<file path="config.mk">
export PLATFORM = sky130hd
export DESIGN_NAME = ring_access_arbiter
export DESIGN_NICKNAME = d
export VERILOG_FILES = /design/src/rtl/ring_access_arbiter.sv
export SDC_FILE = /design/constraint.sdc
export NUM_CORES = 1
export LEC_CHECK = 0
export ABC_CLOCK_PERIOD_IN_PS = 2700
export CAP_MARGIN = 20
export CORE_AREA = 4 4 97 99
export CTS_CLUSTER_DIAMETER = 50
export DETAILED_ROUTE_END_ITERATION = 16
export DIE_AREA = 0 0 101 103
export HOLD_SLACK_MARGIN = 0.03
export PLACE_DENSITY_LB_ADDON = 0.12
export SYNTH_ARGS = -nofsm -noshare
export SYNTH_HDL_FRONTEND = slang
export SYNTH_SLANG_ARGS = --single-unit
</file>
<file path="constraint.sdc">
create_clock -name clock -period 2.7 [get_ports clock]
set_input_delay 0.405 -clock clock [delete_from_list [all_inputs] [get_ports clock]]
set_output_delay 0.405 -clock clock [all_outputs]
set_load 0.02 [all_outputs]
</file>
<file path="src/rtl/ring_access_arbiter.sv">
// ring_access_arbiter
//   Shares one core's ring slot stream among NREQ local ring masters. It picks
//   one candidate master that may take the next Token and holds the other
//   requesters back through their waiting inhibits. While a master owns the
//   ring, its data, slot type and src/dest go onto the ring. At all other
//   times the upstream values pass straight through, with no added latency.
//
//   Optional feature macro: RING_ARB_STARVE_EN
//     Adds per-master starvation counters. A master that has lost
//     STARVE_LIMIT Tokens while requesting is forced to be the candidate.
//     When the macro is undefined the arbiter is pure round-robin and builds
//     no counters.
//
// Ports
//   clock        in   clock
//   reset        in   synchronous, active-high reset
//   RingIn       in   [31:0]         ring data from upstream
//   SlotTypeIn   in   [3:0]          slot type from upstream (Token=1, Null=7)
//   SrcDestIn    in   [3:0]          src/dest from upstream
//   req          in   [NREQ-1:0]     master i wants the ring
//   drive        in   [NREQ-1:0]     master i is driving the ring
//   mRingOut     in   [32*NREQ-1:0]  master ring data, slice i = [32i+31:32i]
//   mSlotType    in   [4*NREQ-1:0]   master slot types
//   mSrcDest     in   [4*NREQ-1:0]   master src/dest
//   waiting      out  [NREQ-1:0]     inhibit to requesting masters that are not the candidate or owner
//   grant        out  [NREQ-1:0]     one-hot ownership
//   RingOut      out  [31:0]         ring data downstream
//   SlotTypeOut  out  [3:0]          slot type downstream
//   SrcDestOut   out  [3:0]          src/dest downstream
//   busy         out                 arbiter not idle
//
// state   | meaning
// IDLE    | tracking a candidate; a Token may be taken by it
// OWNED   | owner's slices drive the ring until its drive drops
// RELEASE | one pass-through slot between successive owners
module ring_access_arbiter #(
  parameter int NREQ         = 4,
  parameter int STARVE_LIMIT = 8
) (
  input  logic                clock,
  input  logic                reset,
  input  logic [31:0]         RingIn,
  input  logic [3:0]          SlotTypeIn,
  input  logic [3:0]          SrcDestIn,
  input  logic [NREQ-1:0]     req,
  input  logic [NREQ-1:0]     drive,
  input  logic [32*NREQ-1:0]  mRingOut,
  input  logic [4*NREQ-1:0]   mSlotType,
  input  logic [4*NREQ-1:0]   mSrcDest,
  output logic [NREQ-1:0]     waiting,
  output logic [NREQ-1:0]     grant,
  output logic [31:0]         RingOut,
  output logic [3:0]          SlotTypeOut,
  output logic [3:0]          SrcDestOut,
  output logic                busy
);

  localparam int PW = (NREQ > 1) ? $clog2(NREQ) : 1;
  localparam logic [3:0] SLOT_TOKEN = 4'd1;

  typedef enum logic [1:0] {
    S_IDLE    = 2'd0,
    S_OWNED   = 2'd1,
    S_RELEASE = 2'd2
  } state_t;

  state_t        state, state_next;
  logic [PW-1:0] owner, owner_next;
  logic [PW-1:0] cand, cand_next;
  logic [PW-1:0] rr_ptr, rr_ptr_next;

  logic          token;
  logic          take;
  logic [PW-1:0] rr_pick;
  logic          rr_found;
  logic [PW-1:0] starve_pick;
  logic [NREQ-1:0] starved;
  logic [PW-1:0] pick;
  logic [PW-1:0] sel;

  assign token = (SlotTypeIn == SLOT_TOKEN);
  assign take  = (state == S_IDLE) && token && req[cand] && drive[cand];

  // First requester at or after rr_ptr, wrapping at NREQ. The loop runs from
  // the farthest offset down, so the nearest requester is the last one written.
  always_comb begin
    int idx;
    idx      = 0;
    rr_pick  = cand;
    rr_found = 1'b0;
    for (int k = NREQ - 1; k >= 0; k--) begin
      idx = int'(rr_ptr) + k;
      if (idx >= NREQ) idx = idx - NREQ;
      if (req[idx]) begin
        rr_found = 1'b1;
        rr_pick  = PW'(idx);
      end
    end
  end

`ifdef RING_ARB_STARVE_EN
  localparam int CW = $clog2(STARVE_LIMIT + 1);
  localparam logic [CW-1:0] CNT_SAT = CW'(STARVE_LIMIT);

  logic [CW-1:0] starve_cnt [NREQ];

  // Counts Tokens lost while requesting. The count clears once the master is
  // served or withdraws its request.
  always_ff @(posedge clock) begin
    for (int i = 0; i < NREQ; i++) begin
      if (reset || !req[i] || grant[i]) begin
        starve_cnt[i] <= '0;
      end else if (token && (starve_cnt[i] != CNT_SAT)) begin
        starve_cnt[i] <= starve_cnt[i] + CW'(1);
      end
    end
  end

  always_comb begin
    for (int i = 0; i < NREQ; i++) begin
      starved[i] = req[i] && (starve_cnt[i] == CNT_SAT);
    end
  end
`else
  assign starved = '0;
`endif

  // Among starved masters, the lowest index wins.
  always_comb begin
    starve_pick = '0;
    for (int i = NREQ - 1; i >= 0; i--) begin
      if (starved[i]) starve_pick = PW'(i);
    end
  end

  always_comb begin
    if (|starved)      pick = starve_pick;
    else if (rr_found) pick = rr_pick;
    else               pick = cand;
  end

  // State register
  always_ff @(posedge clock) begin
    if (reset) begin
      state  <= S_IDLE;
      owner  <= '0;
      cand   <= '0;
      rr_ptr <= '0;
    end else begin
      state  <= state_next;
      owner  <= owner_next;
      cand   <= cand_next;
      rr_ptr <= rr_ptr_next;
    end
  end

  // Next-state logic. The candidate is also refreshed during RELEASE, where
  // rr_ptr already points past the old owner. This way a Token in the first
  // IDLE slot never goes back to the previous owner.
  always_comb begin
    state_next  = state;
    owner_next  = owner;
    cand_next   = cand;
    rr_ptr_next = rr_ptr;
    case (state)
      S_IDLE: begin
        cand_next = pick;
        if (take) begin
          owner_next = cand;
          state_next = S_OWNED;
        end
      end
      S_OWNED: begin
        if (!drive[owner]) begin
          state_next  = S_RELEASE;
          rr_ptr_next = (owner == PW'(NREQ - 1)) ? '0 : owner + PW'(1);
        end
      end
      S_RELEASE: begin
        cand_next  = pick;
        state_next = S_IDLE;
      end
      default: state_next = S_IDLE;
    endcase
  end

  // Outputs. The grant in the Take cycle is combinational, so the master's
  // modified Token leaves in the same slot.
  always_comb begin
    grant   = '0;
    sel     = cand;
    waiting = '0;
    if (state == S_OWNED) begin
      grant[owner] = 1'b1;
      sel          = owner;
    end else if (take) begin
      grant[cand] = 1'b1;
    end
    for (int i = 0; i < NREQ; i++) begin
      waiting[i] = req[i] && !grant[i] && !((state == S_IDLE) && (cand == PW'(i)));
    end
    if (|grant) begin
      RingOut     = mRingOut[32*int'(sel) +: 32];
      SlotTypeOut = mSlotType[4*int'(sel) +: 4];
      SrcDestOut  = mSrcDest[4*int'(sel) +: 4];
    end else begin
      RingOut     = RingIn;
      SlotTypeOut = SlotTypeIn;
      SrcDestOut  = SrcDestIn;
    end
    busy = (state != S_IDLE);
  end

endmodule

</file>
==> impl_results.md <==
- Worst path buffer plus inverter count: 5
- Fraction of final layout cells sized beyond drive strength 1: 0.4343
- Transition at the pin with the smallest max-transition slack: 339.8 ps
- Total area of sequential cells: 168.9 sq um
- Clock transition time at the flip-flop clock pins of the worst setup and hold paths: 50 ps
- DRC viols: 0
- Final Skew: 5.572 ps
- Worst path required time: 2300 ps
- Wire length of the first global-routing pass: 17950 microns
- Number of buffers created by CTS: 3
- Number of nets still failing antenna checks after routing: 0
- Worst slew margin relative to its limit: 0.7731
- Path class of the lowest-slack min-delay path: reg2reg
- HPWL Detailed: 10570 microns
- Synthesis Warnings: 0
- CTS root buffer: sky130_fd_sc_hd__clkbuf_8
- Total routing usage reported by global routing: 0.2237
- # IOs: 259
- CTS tree: done
- CP top delay family: compound AO/OA/AOI/OAI gates
- Final WS setup: -155.5 ps
- DRT Pass-1 Iters: 4
- Number of endpoints failing setup at the final stage: 39
- Floorplan die width: 101 microns
- Synthesized instance count: 197
- Die footprint: 0.01040 sq mm
- Vias: 3032
- Count of pins over their slew limit: 0
- Last weighted congestion value of the routability-driven placer: 0.8783
- Worst vdd ir: between 0.15 and 0.2 mV
- Fmax: 350.2 MHz
- Final Net Count: 711
- Wirelength per Cell: 21.07 microns
- Setup repair after global routing missed its margin: true
- Area of the core region: 0.008551 sq mm
- Kind of capture point of the worst setup path: output port
- Mean number of vias per cell: between 5 and 6
- Combined area of all synthesized cells: approximately 0.0023 sq mm
- Post-synth EDFFs: 0
- Worst-Skew Late Latency: 230 ps
- Syn Area/Cell: 11.72 sq um
- Initial DRC count: 46
- Part of the cycle the worst path needs: 1.058
- Layout filler cell count: 667
- Placement-stage worst setup slack: -677.6 ps
- Number of global-route vias before repair: 3234
- Share of synthesized area occupied by flip-flops and latches: 0.06934
- Overall power of the completed layout: 1.077 mW
- Number of levels the H-tree was split into: 1
- Maximum number of pins on one net before global-route repair: 32
- Critical path cell sequence: buf_6, ha_4, o41a_1, a211oi_4, buf_12, buf_12, clkbuf_16, mux2_4, buf_6
- Number of antenna violations at the first check in global routing: 1
- Area added between synthesis and finish: 148.4%
- Clock period minus final worst setup slack: 2855 ps
- Static leakage power: 2.400 nW
- Signal arrival time at the worst endpoint: 2450 ps
- Violations in the final reports: negative setup slack
- Num rows: 34
- Floorplan die height: about 100 microns
- Area of combinational cells with multiple inputs: about 0.0022 sq mm
- Initial core utilization: 0.2701
- Routed WL: 12730 microns
- Slowest library cell on the worst path: sky130_fd_sc_hd__o41a_1
- Largest stage delay on the critical path: around 460 ps
- Async set-reset flop share out of synthesis: 0
- Buffer depth of the longest clock path: 2
- Final number of hold-violating endpoints: 0
- Clock Sink Count: 8
- Most used DFF post-synth: sky130_fd_sc_hd__dfxtp_1
- Max Fanout on Critical Path: 6
- Max-Cap Viols: 0
- Outcome: finished with violations
- Number of storage elements in the synthesis netlist: 8
- Power density relative to cell area: around 190 mW/mm^2
- Net Count, Synth: 411
- Type of the worst setup path: reg2out
- Startpoint type of the worst setup path: register
- Sum of overflow across all layers after global routing: 0
- Count of port buffers added during placement: 258
- Number of unique standard cell types used by synthesis: 45
kinds of logic (layout without fill, tap and decap cells):
group,Yosys count,after routing,synth area share
flip-flops,8,8,0.06934
adder cells (fa/ha/maj),4,4,0.02167
buffers and inverters,22,320,0.05471
other,0,1,0
AND/OR/NAND/NOR,50,50,0.1235
multiplexers,87,87,0.6479
AO/OA/AOI/OAI,26,26,0.08288
final cells by class:
type | instances | area share
diodes | 1 | 0.0004362
clock buffers | 3 | 0.007197
inverters | 3 | 0.001963
multi-input cells | 167 | 0.3830
flip-flops and latches | 8 | 0.02944
well taps | 108 | 0.02356
repair buffers | 314 | 0.5544
synth_stat cells, types with 2 or more instances:
cell | number | share of area
sky130_fd_sc_hd__a21oi_1 | 7 | 0.015
sky130_fd_sc_hd__nand2b_1 | 3 | 0.0081
sky130_fd_sc_hd__o31ai_1 | 2 | 0.0065
sky130_fd_sc_hd__nor2_1 | 14 | 0.023
sky130_fd_sc_hd__o21ai_0 | 4 | 0.0087
sky130_fd_sc_hd__nand4b_1 | 2 | 0.0076
sky130_fd_sc_hd__mux2_2 | 30 | 0.15
sky130_fd_sc_hd__ha_1 | 4 | 0.022
sky130_fd_sc_hd__and2_1 | 3 | 0.0081
sky130_fd_sc_hd__nand2_1 | 8 | 0.013
sky130_fd_sc_hd__mux2i_1 | 4 | 0.017
sky130_fd_sc_hd__clkbuf_1 | 8 | 0.013
sky130_fd_sc_hd__nor2b_1 | 4 | 0.011
sky130_fd_sc_hd__dfxtp_1 | 8 | 0.069
sky130_fd_sc_hd__or2_2 | 2 | 0.0054
sky130_fd_sc_hd__buf_2 | 5 | 0.011
sky130_fd_sc_hd__mux4_2 | 43 | 0.42
sky130_fd_sc_hd__mux2_4 | 10 | 0.065
sky130_fd_sc_hd__or4_1 | 2 | 0.0065
sky130_fd_sc_hd__buf_6 | 5 | 0.024
sky130_fd_sc_hd__inv_1 | 3 | 0.0049
sky130_fd_sc_hd__a22o_1 | 2 | 0.0076
sky130_fd_sc_hd__o21a_1 | 2 | 0.0065
routing by layer:
metal | vias to the layer above | share of wire | global-route usage
met5 | - | 0.0011 | 0
met4 | 2 | 0.032 | 0.06851
met3 | 33 | 0.094 | 0.05819
met2 | 161 | 0.52 | 0.3929
met1 | 1425 | 0.35 | 0.2690
li1 | 1411 | - | -
worst reg2reg max path, stage by stage, from the launching register on:
cell and delay [ps]:
sky130_fd_sc_hd__dfxtp_4 370, sky130_fd_sc_hd__buf_6 110, sky130_fd_sc_hd__buf_4 110, sky130_fd_sc_hd__mux4_2 500
sky130_fd_sc_hd__nor2b_1 260, sky130_fd_sc_hd__mux2i_1 230, sky130_fd_sc_hd__nor2_1 50
state kept, by name, summed over array words and instances (netlist names):
signal and count:
cand 2, owner 2, rr_ptr 2, state 2
stage by stage:
| step | TNS (ps) | std cells | instance area [sq um] | utilization | hold slack (ps) |
|---|---|---|---|---|---|
| 6_report | -3691 | 604 | 5737 | 0.6709 | 604.0 |
| 5_1_grt | -6185 | 603 | 5734 | 0.6706 | 647.3 |
| 4_1_cts | -3468 | 603 | 5558 | 0.6500 | 593.4 |
| 3_5_place_dp | -28470 | 592 | 5368 | 0.6277 | 593.4 |
| 3_3_place_gp | -27090 | 592 | 5368 | 0.6277 | 576.5 |
| 2_1_floorplan | 0 | 197 | 2310 | - | 516.0 |
worst paths after layout:
path	from	endpoint	slack, ps	depth (start not counted)
worst min register to register	rr_ptr[1]	rr_ptr[1]	600	2
worst min-delay path	rr_ptr[1]	rr_ptr[1]	600	2
worst max register to register	owner[0]	rr_ptr[0]	950	6
worst max-delay path	owner[0]	RingOut[8]	-160	9
repair_timing:
item / CTS / global route
cloned: 3 / 1
hold buffers: 0 / 0
buffers inserted: 6 / 1
pin swaps: 10 / 5
resized for setup: 274 / 59
setup endpoints to repair: 44 / 43
where the power goes:
group	switching (mW)	internal (mW)	leakage, nW
sequential	0.00328	0.119	0.0670
clock	0.0517	0.0970	0.0216
combinational	0.246	0.559	2.31
total	0.301	0.775	2.40
cells in the final DEF, fill, tap and decap left out, types with 6 or more instances in the layout:
| master | count |
|---|---|
| sky130_fd_sc_hd__nor2_1 | 14 |
| sky130_fd_sc_hd__buf_4 | 42 |
| sky130_fd_sc_hd__clkdlybuf4s50_1 | 200 |
| sky130_fd_sc_hd__clkdlybuf4s15_1 | 6 |
| sky130_fd_sc_hd__buf_2 | 10 |
| sky130_fd_sc_hd__nand2_1 | 8 |
| sky130_fd_sc_hd__buf_12 | 7 |
| sky130_fd_sc_hd__mux2_2 | 8 |
| sky130_fd_sc_hd__mux4_2 | 43 |
| sky130_fd_sc_hd__buf_6 | 41 |
| sky130_fd_sc_hd__mux2_4 | 32 |
Note: power is estimated with default switching activity, not from simulation.
